[src/rtl/avst_stream_monitor.sv]
// Passive N-channel Avalon-ST monitor: per-channel framing FSM, sticky error flags and
// saturating packet/byte/error-packet counters with a channel-selected readout.
module avst_stream_monitor #(
    parameter int N_CH    = 2,
    parameter int DATA_W  = 32,
    parameter int EMPTY_W = 2,
    parameter int ERR_W   = 6,
    parameter int CNT_W   = 32,
    parameter int MIN_LEN = 64,
    parameter int MAX_LEN = 1518
) (
    input  logic                                      sys_clk,
    input  logic                                      core_reset_n,
    input  logic [N_CH-1:0]                           st_valid,
    input  logic [N_CH-1:0]                           st_ready,
    input  logic [N_CH-1:0]                           st_sop,
    input  logic [N_CH-1:0]                           st_eop,
    input  logic [N_CH*EMPTY_W-1:0]                   st_empty,
    input  logic [N_CH*ERR_W-1:0]                     st_error,
    input  logic                                      clear,
    input  logic [((N_CH > 1) ? $clog2(N_CH) : 1)-1:0] ch_sel,
    output logic [N_CH*5-1:0]                         err_flags,
    output logic                                      any_err,
    output logic [CNT_W-1:0]                          pkt_cnt,
    output logic [CNT_W-1:0]                          byte_cnt,
    output logic [CNT_W-1:0]                          err_pkt_cnt
);

    localparam int               SEL_W      = (N_CH > 1) ? $clog2(N_CH) : 1;
    localparam int               BEAT_BYTES = DATA_W / 8;
    localparam int               SUM_W      = ((CNT_W > 16) ? CNT_W : 16) + 2;
    localparam logic [15:0]      MIN_L      = 16'(MIN_LEN);
    localparam logic [15:0]      MAX_L      = 16'(MAX_LEN);
    localparam logic [CNT_W-1:0] CNT_SAT    = '1;

    typedef enum logic {IDLE, IN_PKT} state_t;

    logic [N_CH-1:0][CNT_W-1:0] pkt_all;
    logic [N_CH-1:0][CNT_W-1:0] byte_all;
    logic [N_CH-1:0][CNT_W-1:0] errp_all;

    function automatic logic [CNT_W-1:0] sat_add(input logic [CNT_W-1:0] a,
                                                 input logic [SUM_W-1:0] b);
        logic [SUM_W-1:0] s;
        s = SUM_W'(a) + b;
        return (s > SUM_W'(CNT_SAT)) ? CNT_SAT : s[CNT_W-1:0];
    endfunction

    for (genvar c = 0; c < N_CH; c++) begin : g_ch
        state_t           state, state_nxt;
        logic [15:0]      len, len_nxt;
        logic             marker, marker_nxt;
        logic [4:0]       flags_q, flags_nxt;
        logic [CNT_W-1:0] pkt_q, pkt_nxt;
        logic [CNT_W-1:0] byte_q, byte_nxt;
        logic [CNT_W-1:0] errp_q, errp_nxt;

        logic               accepted, beat_rx_err, beat_empty_err;
        logic [EMPTY_W-1:0] beat_empty;
        logic               pkt_bad, counted, len_err;
        logic [15:0]        base_len, done_len, byte_add;
        logic [16:0]        done_sum, acc_sum;
        logic [1:0]         pkt_inc, err_inc;

        assign accepted       = st_valid[c] & st_ready[c];
        assign beat_empty     = st_empty[c*EMPTY_W +: EMPTY_W];
        assign beat_rx_err    = |st_error[c*ERR_W +: ERR_W];
        assign beat_empty_err = (beat_empty != '0) & ~st_eop[c];

        // A sop inside a packet closes the old one as an errored, zero-byte packet and then
        // falls through to the normal start-of-packet handling, so pkt_cnt can step by two.
        always_comb begin
            state_nxt  = state;
            len_nxt    = len;
            marker_nxt = marker;
            flags_nxt  = flags_q;
            pkt_inc    = '0;
            err_inc    = '0;
            byte_add   = '0;
            base_len   = '0;
            pkt_bad    = 1'b0;
            counted    = 1'b0;
            done_sum   = '0;
            done_len   = '0;
            acc_sum    = '0;
            len_err    = 1'b0;
            if (accepted) begin
                flags_nxt[0] = flags_q[0] | beat_rx_err;
                flags_nxt[1] = flags_q[1] | beat_empty_err;
                if (st_sop[c]) begin
                    if (state == IN_PKT) begin
                        flags_nxt[2] = 1'b1;
                        pkt_inc      = 2'd1;
                        err_inc      = 2'd1;
                    end
                    pkt_bad = beat_rx_err | beat_empty_err;
                    counted = 1'b1;
                end else if (state == IDLE) begin
                    flags_nxt[3] = 1'b1;
                end else begin
                    base_len = len;
                    pkt_bad  = marker | beat_rx_err | beat_empty_err;
                    counted  = 1'b1;
                end
                if (counted) begin
                    if (st_eop[c]) begin
                        done_sum     = {1'b0, base_len} + 17'(BEAT_BYTES) - 17'(beat_empty);
                        done_len     = done_sum[16] ? 16'hFFFF : done_sum[15:0];
                        len_err      = (done_len < MIN_L) || (done_len > MAX_L);
                        flags_nxt[4] = flags_q[4] | len_err;
                        pkt_inc      = pkt_inc + 2'd1;
                        if (pkt_bad | len_err) begin
                            err_inc = err_inc + 2'd1;
                        end
                        byte_add   = done_len;
                        state_nxt  = IDLE;
                        len_nxt    = '0;
                        marker_nxt = 1'b0;
                    end else begin
                        acc_sum    = {1'b0, base_len} + 17'(BEAT_BYTES);
                        len_nxt    = acc_sum[16] ? 16'hFFFF : acc_sum[15:0];
                        state_nxt  = IN_PKT;
                        marker_nxt = pkt_bad;
                    end
                end
            end
            pkt_nxt  = sat_add(pkt_q, SUM_W'(pkt_inc));
            byte_nxt = sat_add(byte_q, SUM_W'(byte_add));
            errp_nxt = sat_add(errp_q, SUM_W'(err_inc));
            if (clear) begin
                state_nxt  = IDLE;
                len_nxt    = '0;
                marker_nxt = 1'b0;
                flags_nxt  = '0;
                pkt_nxt    = '0;
                byte_nxt   = '0;
                errp_nxt   = '0;
            end
        end

        always_ff @(posedge sys_clk or negedge core_reset_n) begin
            if (!core_reset_n) begin
                state   <= IDLE;
                len     <= '0;
                marker  <= 1'b0;
                flags_q <= '0;
                pkt_q   <= '0;
                byte_q  <= '0;
                errp_q  <= '0;
            end else begin
                state   <= state_nxt;
                len     <= len_nxt;
                marker  <= marker_nxt;
                flags_q <= flags_nxt;
                pkt_q   <= pkt_nxt;
                byte_q  <= byte_nxt;
                errp_q  <= errp_nxt;
            end
        end

        assign err_flags[c*5 +: 5] = flags_q;
        assign pkt_all[c]          = pkt_q;
        assign byte_all[c]         = byte_q;
        assign errp_all[c]         = errp_q;
    end

    assign any_err = |err_flags;

    // Out-of-range selections match no channel and read back as zero.
    always_comb begin
        pkt_cnt     = '0;
        byte_cnt    = '0;
        err_pkt_cnt = '0;
        for (int i = 0; i < N_CH; i++) begin
            if (ch_sel == SEL_W'(i)) begin
                pkt_cnt     = pkt_all[i];
                byte_cnt    = byte_all[i];
                err_pkt_cnt = errp_all[i];
            end
        end
    end

endmodule
[config.mk]
export PLATFORM = sky130hd
export DESIGN_NAME = avst_stream_monitor
export DESIGN_NICKNAME = d
export VERILOG_FILES = /design/src/rtl/avst_stream_monitor.sv
export SDC_FILE = /design/constraint.sdc
export NUM_CORES = 1
export LEC_CHECK = 0
export CAP_MARGIN = 15
export CORE_MARGIN = 5
export CORE_UTILIZATION = 45
export CTS_BUF_LIST = sky130_fd_sc_hd__clkbuf_4
export DETAILED_ROUTE_END_ITERATION = 7
export PLACE_DENSITY = 0.67
export SLEW_MARGIN = 40
export SYNTH_ARGS = -nofsm -noshare
export SYNTH_HDL_FRONTEND = slang
export SYNTH_SLANG_ARGS = --single-unit
[constraint.sdc]
create_clock -name sys_clk -period 11 [get_ports sys_clk]
set_input_delay 2.2 -clock sys_clk [delete_from_list [all_inputs] [get_ports sys_clk]]
set_output_delay 2.2 -clock sys_clk [all_outputs]
set_load 0.02 [all_outputs]
## Word level (Yosys, flattened, before mapping)

Cells that the tools add are included.

- Order comparisons: 10
- $mul: 0
- Eq/ne operators: 4
- Bitwise gates (word level): 20
- Add/subtract/negate cells: 12
- Shift-type cells: 0
- Reductions and logical operators: 25
- Multiplexer cells: 103
- Divide/modulo/power cells: 0

Operators by type and width:

| cell | count |
|---|---|
| $mux W32 | 15 |
| $mux W16 | 24 |
| $gt A33 B32 Y1 const B | 6 |
| $add A32 B2 Y33 | 4 |
| $add A32 B16 Y33 | 2 |
| $mux W1 | 43 |
| $add A16 B3 Y17 const B | 2 |
| $mux W2 | 17 |
| $sub A17 B2 Y17 | 2 |
| $gt A16 B11 Y1 const B | 2 |
| $lt A16 B7 Y1 const B | 2 |
| $reduce_bool A2 Y1 | 12 |
| $mux W5 | 4 |
| $reduce_and A3 Y1 | 6 |
| $or A1 B1 Y1 | 14 |
| $reduce_or A6 Y1 | 2 |
| $reduce_or A10 Y1 | 1 |
| $add A2 B1 Y2 const B | 2 |
| $and A1 B1 Y1 | 4 |
| $ne A2 B1 Y1 const B | 2 |
| $ne A2 B2 Y1 const B | 2 |
| $reduce_and A2 Y1 | 2 |
| $logic_or A1 B1 Y1 | 2 |
| $not A1 Y1 | 2 |

- Output and inout bits: 107
- RAM bits: 0
- Register bits after elaboration: 238
- Logic and storage cells: 194
- Latch bits: 0
- Bits of input ports: 28
- ROM bits: 0
- Memories: 0

## Logic depth before layout (Yosys ltp)

- Depth after elaboration: 17
- Mapped depth: 29
- Depth with buffers taken out: 26

## Worst setup path before layout

Ideal clock, no wire load.

- Path type: input to register
- Start: in st_sop[0]
- End: reg g_ch[0].byte_q[10]
- Library setup time: 0.137 ns
- Path buffers: 4
- Path slack: 2.916 ns
- Required time: 10.863 ns
- Arrival time: 7.947 ns
- Stages: 23
- Path through: clkbuf_1 -> nor2b_1 -> clkbuf_1 -> and2_1 -> ha_1 -> nand4_1 -> o211ai_1 -> nand2_1 -> nor4b_1 -> nand4_1 -> xnor2_1 -> clkbuf_1 -> a21oi_1 -> fa_1 -> a21o_1 -> a21oi_1 -> o21bai_1 -> a221o_1 -> a41oi_1 -> a2111oi_2 -> nand4_1 -> clkbuf_1 -> a21oi_1

- Word-level cells in the longest chain between the ends: 12
- Elaborated cells on any way between the ends: 14
- Those cells by class: add/sub (3); order compare (1); mux (10)

RTL lines:

| element | line | source |
|---|---|---|
| from (decl) | 16 | `input logic [N_CH-1:0] st_sop,` |
| $mux W16 | 90 | `if (st_sop[c]) begin` |
| $mux W16 | 87 | `if (accepted) begin` |
| $add A16 B3 Y17 | 107 | `done_sum = {1'b0, base_len} + 17'(BEAT_BYTES) - 17'(beat_empty);` |
| $sub A17 B2 Y17 | 107 |  |
| $mux W16 | 108 | `done_len = done_sum[16] ? 16'hFFFF : done_sum[15:0];` |
| $mux W16 | 106 | `if (st_eop[c]) begin` |
| $mux W16 * | 105 | `if (counted) begin` |
| $mux W16 * | 87 |  |
| $add A32 B16 Y33 * | 45 | `s = SUM_W'(a) + b;` |
| $gt A33 B32 Y1 | 46 | `return (s > SUM_W'(CNT_SAT)) ? CNT_SAT : s[CNT_W-1:0];` |
| $mux W32 * | 46 |  |
| $mux W32 * | 130 | `if (clear) begin` |
| net g_ch[0].byte_nxt[10] | 55 | `logic [CNT_W-1:0] byte_q, byte_nxt;` |
| to (signal assigned) | 156 | `byte_q <= byte_nxt;` |
| to (decl) | 55 |  |

Mark *: on every way through the listed nets, which the timed path passes. The rest lies on a longest branch. The select of a mux whose other input is x is not followed.
A chain may end at the register's enable or synchronous reset.

## Final worst setup path

- Start: in st_sop[1]
- End: reg g_ch[1].errp_q[1]

- Word-level cells in the longest chain between the ends: 16
- Elaborated cells on any way between the ends: 24
- Those cells by class: add/sub (4); order compare (3); mux (15); bitwise (1); reduce/logical (1)

RTL lines:

| element | line | source |
|---|---|---|
| $mux W16 | 90 |  |
| $mux W16 | 87 |  |
| $add A16 B3 Y17 | 107 |  |
| $sub A17 B2 Y17 | 107 |  |
| $mux W16 | 108 |  |
| $lt A16 B7 Y1 or $gt A16 B11 Y1 (tied branches) | 109 | `len_err = (done_len < MIN_L) \|\| (done_len > MAX_L);` |
| $logic_or A1 B1 Y1 | 109 |  |
| $or A1 B1 Y1 | 112 | `if (pkt_bad \| len_err) begin` |
| $mux W2 | 112 |  |
| $mux W2 | 106 |  |
| $mux W2 * | 105 |  |
| $mux W2 * | 87 |  |
| $add A32 B2 Y33 * | 45 |  |
| $gt A33 B32 Y1 | 46 |  |
| $mux W32 * | 46 |  |
| $mux W32 * | 130 |  |
| net g_ch[1].errp_nxt[1] | 56 | `logic [CNT_W-1:0] errp_q, errp_nxt;` |
| to (signal assigned) | 157 | `errp_q <= errp_nxt;` |
| to (decl) | 56 |  |

Marks and branches as above.

==> impl_metrics.json <==
{
  "period_minus_slack_ns": 9.16,
  "cp-startpoint": "st_sop[1]",
  "ir_worst_vdd_uv": 75.4,
  "cap_viol_max_count": 0,
  "synth_mux_area_frac": 0.0780,
  "final_cell_mix": "a21oi_1 (268), dfrtp_1 (238), nand2_1 (154), clkdlybuf4s50_1 (131), nor2_1 (110)",
  "die_y_um": 197,
  "clk_pin_slew_ns": 0.05,
  "die_x_um": 197,
  "drive_above_1_share": 0.128,
  "grt_pass1_vias": 13505,
  "nets": 1975,
  "relSlewSlack": 0.467,
  "rsz0062_at_grt": "no",
  "clock_path_buffers": 3,
  "reg2reg_to": "g_ch[1].errp_q[1]",
  "grt_first_pass_wirelength_mm": 68.1,
  "tightestPinTransition_ns": 0.798,
  "syn_to_final_growth_pct": 16.3,
  "synthSimpleGateAreaFrac": 0.199,
  "synth_xor_xnor_area_share": 0.106,
  "mappedNetlistArea_um2": 15700,
  "ys.flop_type": "dfrtp_1",
  "synth_fa_ha_area_frac": 0.0502,
  "cp.arrival_ns": 9.75,
  "worstSetupPathType": "input pin to flip-flop",
  "numPortBuffers": 134,
  "io-pin-count": 135,
  "power.density_nw_per_um2": 96.9,
  "slew_viol_final": 0,
  "cts-buffers-inserted": 71,
  "finalClockSkew_ns": 0.0410,
  "status": "complete, no violations",
  "timing.fmax_mhz": 109,
  "avgSynthCellArea_um2": 8.95,
  "rr_worst_depth": 24,
  "crit_path_max_fanout": 28,
  "crit_end": "g_ch[1].errp_q[1]",
  "cp-end-kind": "flip-flop",
  "cp.required_ns": 11.59,
  "drt-pass1-iter-count": 5,
  "pre_cts_ws_ns": 0.983,
  "postSynth.asyncResetShare": 1.00,
  "synth_compound_area_frac": 0.156,
  "ctsResizeCount": 0,
  "cts_tree": "built",
  "coreArea_um2": 34500,
  "antenna_found_initial": 2,
  "overflow": 0,
  "drc_errors": 0,
  "clk_latency_ns": 0.69,
  "syn_nets": 1836,
  "hpwl_mm": 29.0,
  "wirelength_mm": 41.1,
  "yosys_warnings": 0,
  "synth-seq-area-share": 0.380,
  "finalSetupViolCount": 0,
  "wl_per_cell_um": 17.3,
  "cts_hold_buf": 0,
  "dieArea_um2": 38600,
  "synth_cells": 1750,
  "post-cts-setup-buffer-count": 0,
  "vias": 13505,
  "synth-edff-count": 0,
  "gp_congestion": 0.911,
  "via_per_inst": 5.67,
  "ff2ff_setup_slack_ns": 3.41,
  "setup_ws_ns": 1.84,
  "hold_violations": 0,
  "cts_max_level": 3,
  "grt_usage": 0.210,
  "critPathLaunchType": "input pin",
  "grt_max_degree": 86,
  "ant_nets": 0,
  "drt_iter0_markers": 724,
  "cts_root_buf": "clkbuf_4",
  "synth-seq-cells": 238,
  "cts_sinks": 238,
  "synth_top_family_by_area": "simple AND/OR/NAND/NOR gates",
  "hp-class": "flip-flop to flip-flop",
  "r2r_start": "g_ch[1].state",
  "num_rows": 68,
  "fin_crit_sh": 0.832,
  "final_common_cell": "a21oi_1",
  "final.setup.tns_ns": 0,
  "initial_core_util": 0.455,
  "netlist-cell-type-count": 69,
  "p_leak_nw": 7.83
}
metal layers:
layer	GRT usage	up-vias	share of wire
met4	0.0711	0	0.027
met3	0.0470	74	0.053
met5	0	-	0
met1	0.279	6517	0.46
met2	0.342	310	0.46
li1	-	6604	-
layout make-up:
cell class              count  area [um^2]
multi-input cells        1391         9260
fillers                  3218        16200
clock inverters             7         26.3
diodes                      4         10.0
flip-flops and latches    238         5960
repair buffers            149         1490
well taps                 455          569
inverters                  38          143
clock buffers             101          758
worst max-delay path: stages:
cell and delay, ns:
clkdlybuf4s50_1 0.57, nor2b_2 0.51, and2_1 0.21, ha_1 0.32
nand4_2 0.28, o21ai_0 0.29, a21oi_2 0.19, nor4_4 0.55
nand4_2 0.21, xnor2_2 0.50, nand3_1 0.21, o21bai_1 0.19
or4_1 0.49, ha_1 0.29, mux2i_1 0.06, nor2_1 0.11
ha_1 0.20, fa_1 0.23, nand2_1 0.06, nor2_1 0.19
nand3_1 0.26, nor4_1 0.53, and4_1 0.40, nand2_2 0.38
a21oi_1 0.27
Yosys cell counts (all sizes together), types with 15 or more instances:
cell | instances | area share
a21o | 25 | 0.012
a21oi | 270 | 0.087
a31oi | 16 | 0.0064
and2 | 23 | 0.0092
and3 | 40 | 0.016
clkbuf | 73 | 0.018
dfrtp | 238 | 0.38
ha | 50 | 0.040
inv | 38 | 0.0091
mux2 | 96 | 0.069
nand2 | 157 | 0.038
nand2b | 16 | 0.0064
nand3 | 86 | 0.028
nand4 | 34 | 0.015
nor2 | 112 | 0.027
nor2b | 15 | 0.0060
nor3 | 32 | 0.011
nor4 | 17 | 0.0077
o21ai | 54 | 0.017
xnor2 | 83 | 0.047
xor2 | 105 | 0.059
flip-flops by register name (all words and copies together), names as in the netlist:
name / count
g_ch.byte_q: 64
g_ch.len: 32
g_ch.flags_q: 10
g_ch.marker: 2
g_ch.state: 2
g_ch.pkt_q: 64
g_ch.errp_q: 64
power breakdown:
| group | switching [mW] | internal (mW) |
|---|---|---|
| Sequential | 0.00447 | 0.879 |
| Clock | 0.376 | 0.412 |
| Combinational | 0.0633 | 0.0308 |
worst min path at each step:
stage / from / endpoint / slack (ns) / cells after the start
6_report: g_ch[0].len[0] / g_ch[0].len[0] / 0.48 / 2
5_1_grt: g_ch[0].len[1] / g_ch[0].len[1] / 0.51 / 2
4_1_cts: g_ch[0].len[0] / g_ch[0].len[0] / 0.48 / 2
3_5_place_dp: g_ch[0].len[0] / g_ch[0].len[0] / 0.47 / 2
3_3_place_gp: g_ch[0].len[0] / g_ch[0].len[0] / 0.47 / 2
2_1_floorplan: g_ch[1].len[1] / g_ch[1].len[1] / 0.44 / 2
stage by stage:
| stage | cells | power (mW) | instance area [um^2] | utilization | hold WS (ns) |
|---|---|---|---|---|---|
| detailed placement | 2271 | 0.995 | 17400 | 0.505 | 0.471 |
| floorplan | 1750 | 0.943 | 15700 | - | 0.439 |
| CTS | 2379 | 1.80 | 18200 | 0.528 | 0.485 |
| global placement | 2270 | 0.992 | 17400 | 0.504 | 0.467 |
| global route | 2383 | 1.85 | 18200 | 0.529 | 0.510 |
| finish | 2383 | 1.77 | 18200 | 0.529 | 0.480 |
kinds of logic after synthesis:
kind of cell | after synthesis
xor+xnor | 188
compound gates | 430
simple gates | 605
mux | 110
flops | 238
fa+ha+maj | 58
buf+inv | 121
(Power assumes the default switching activity.)
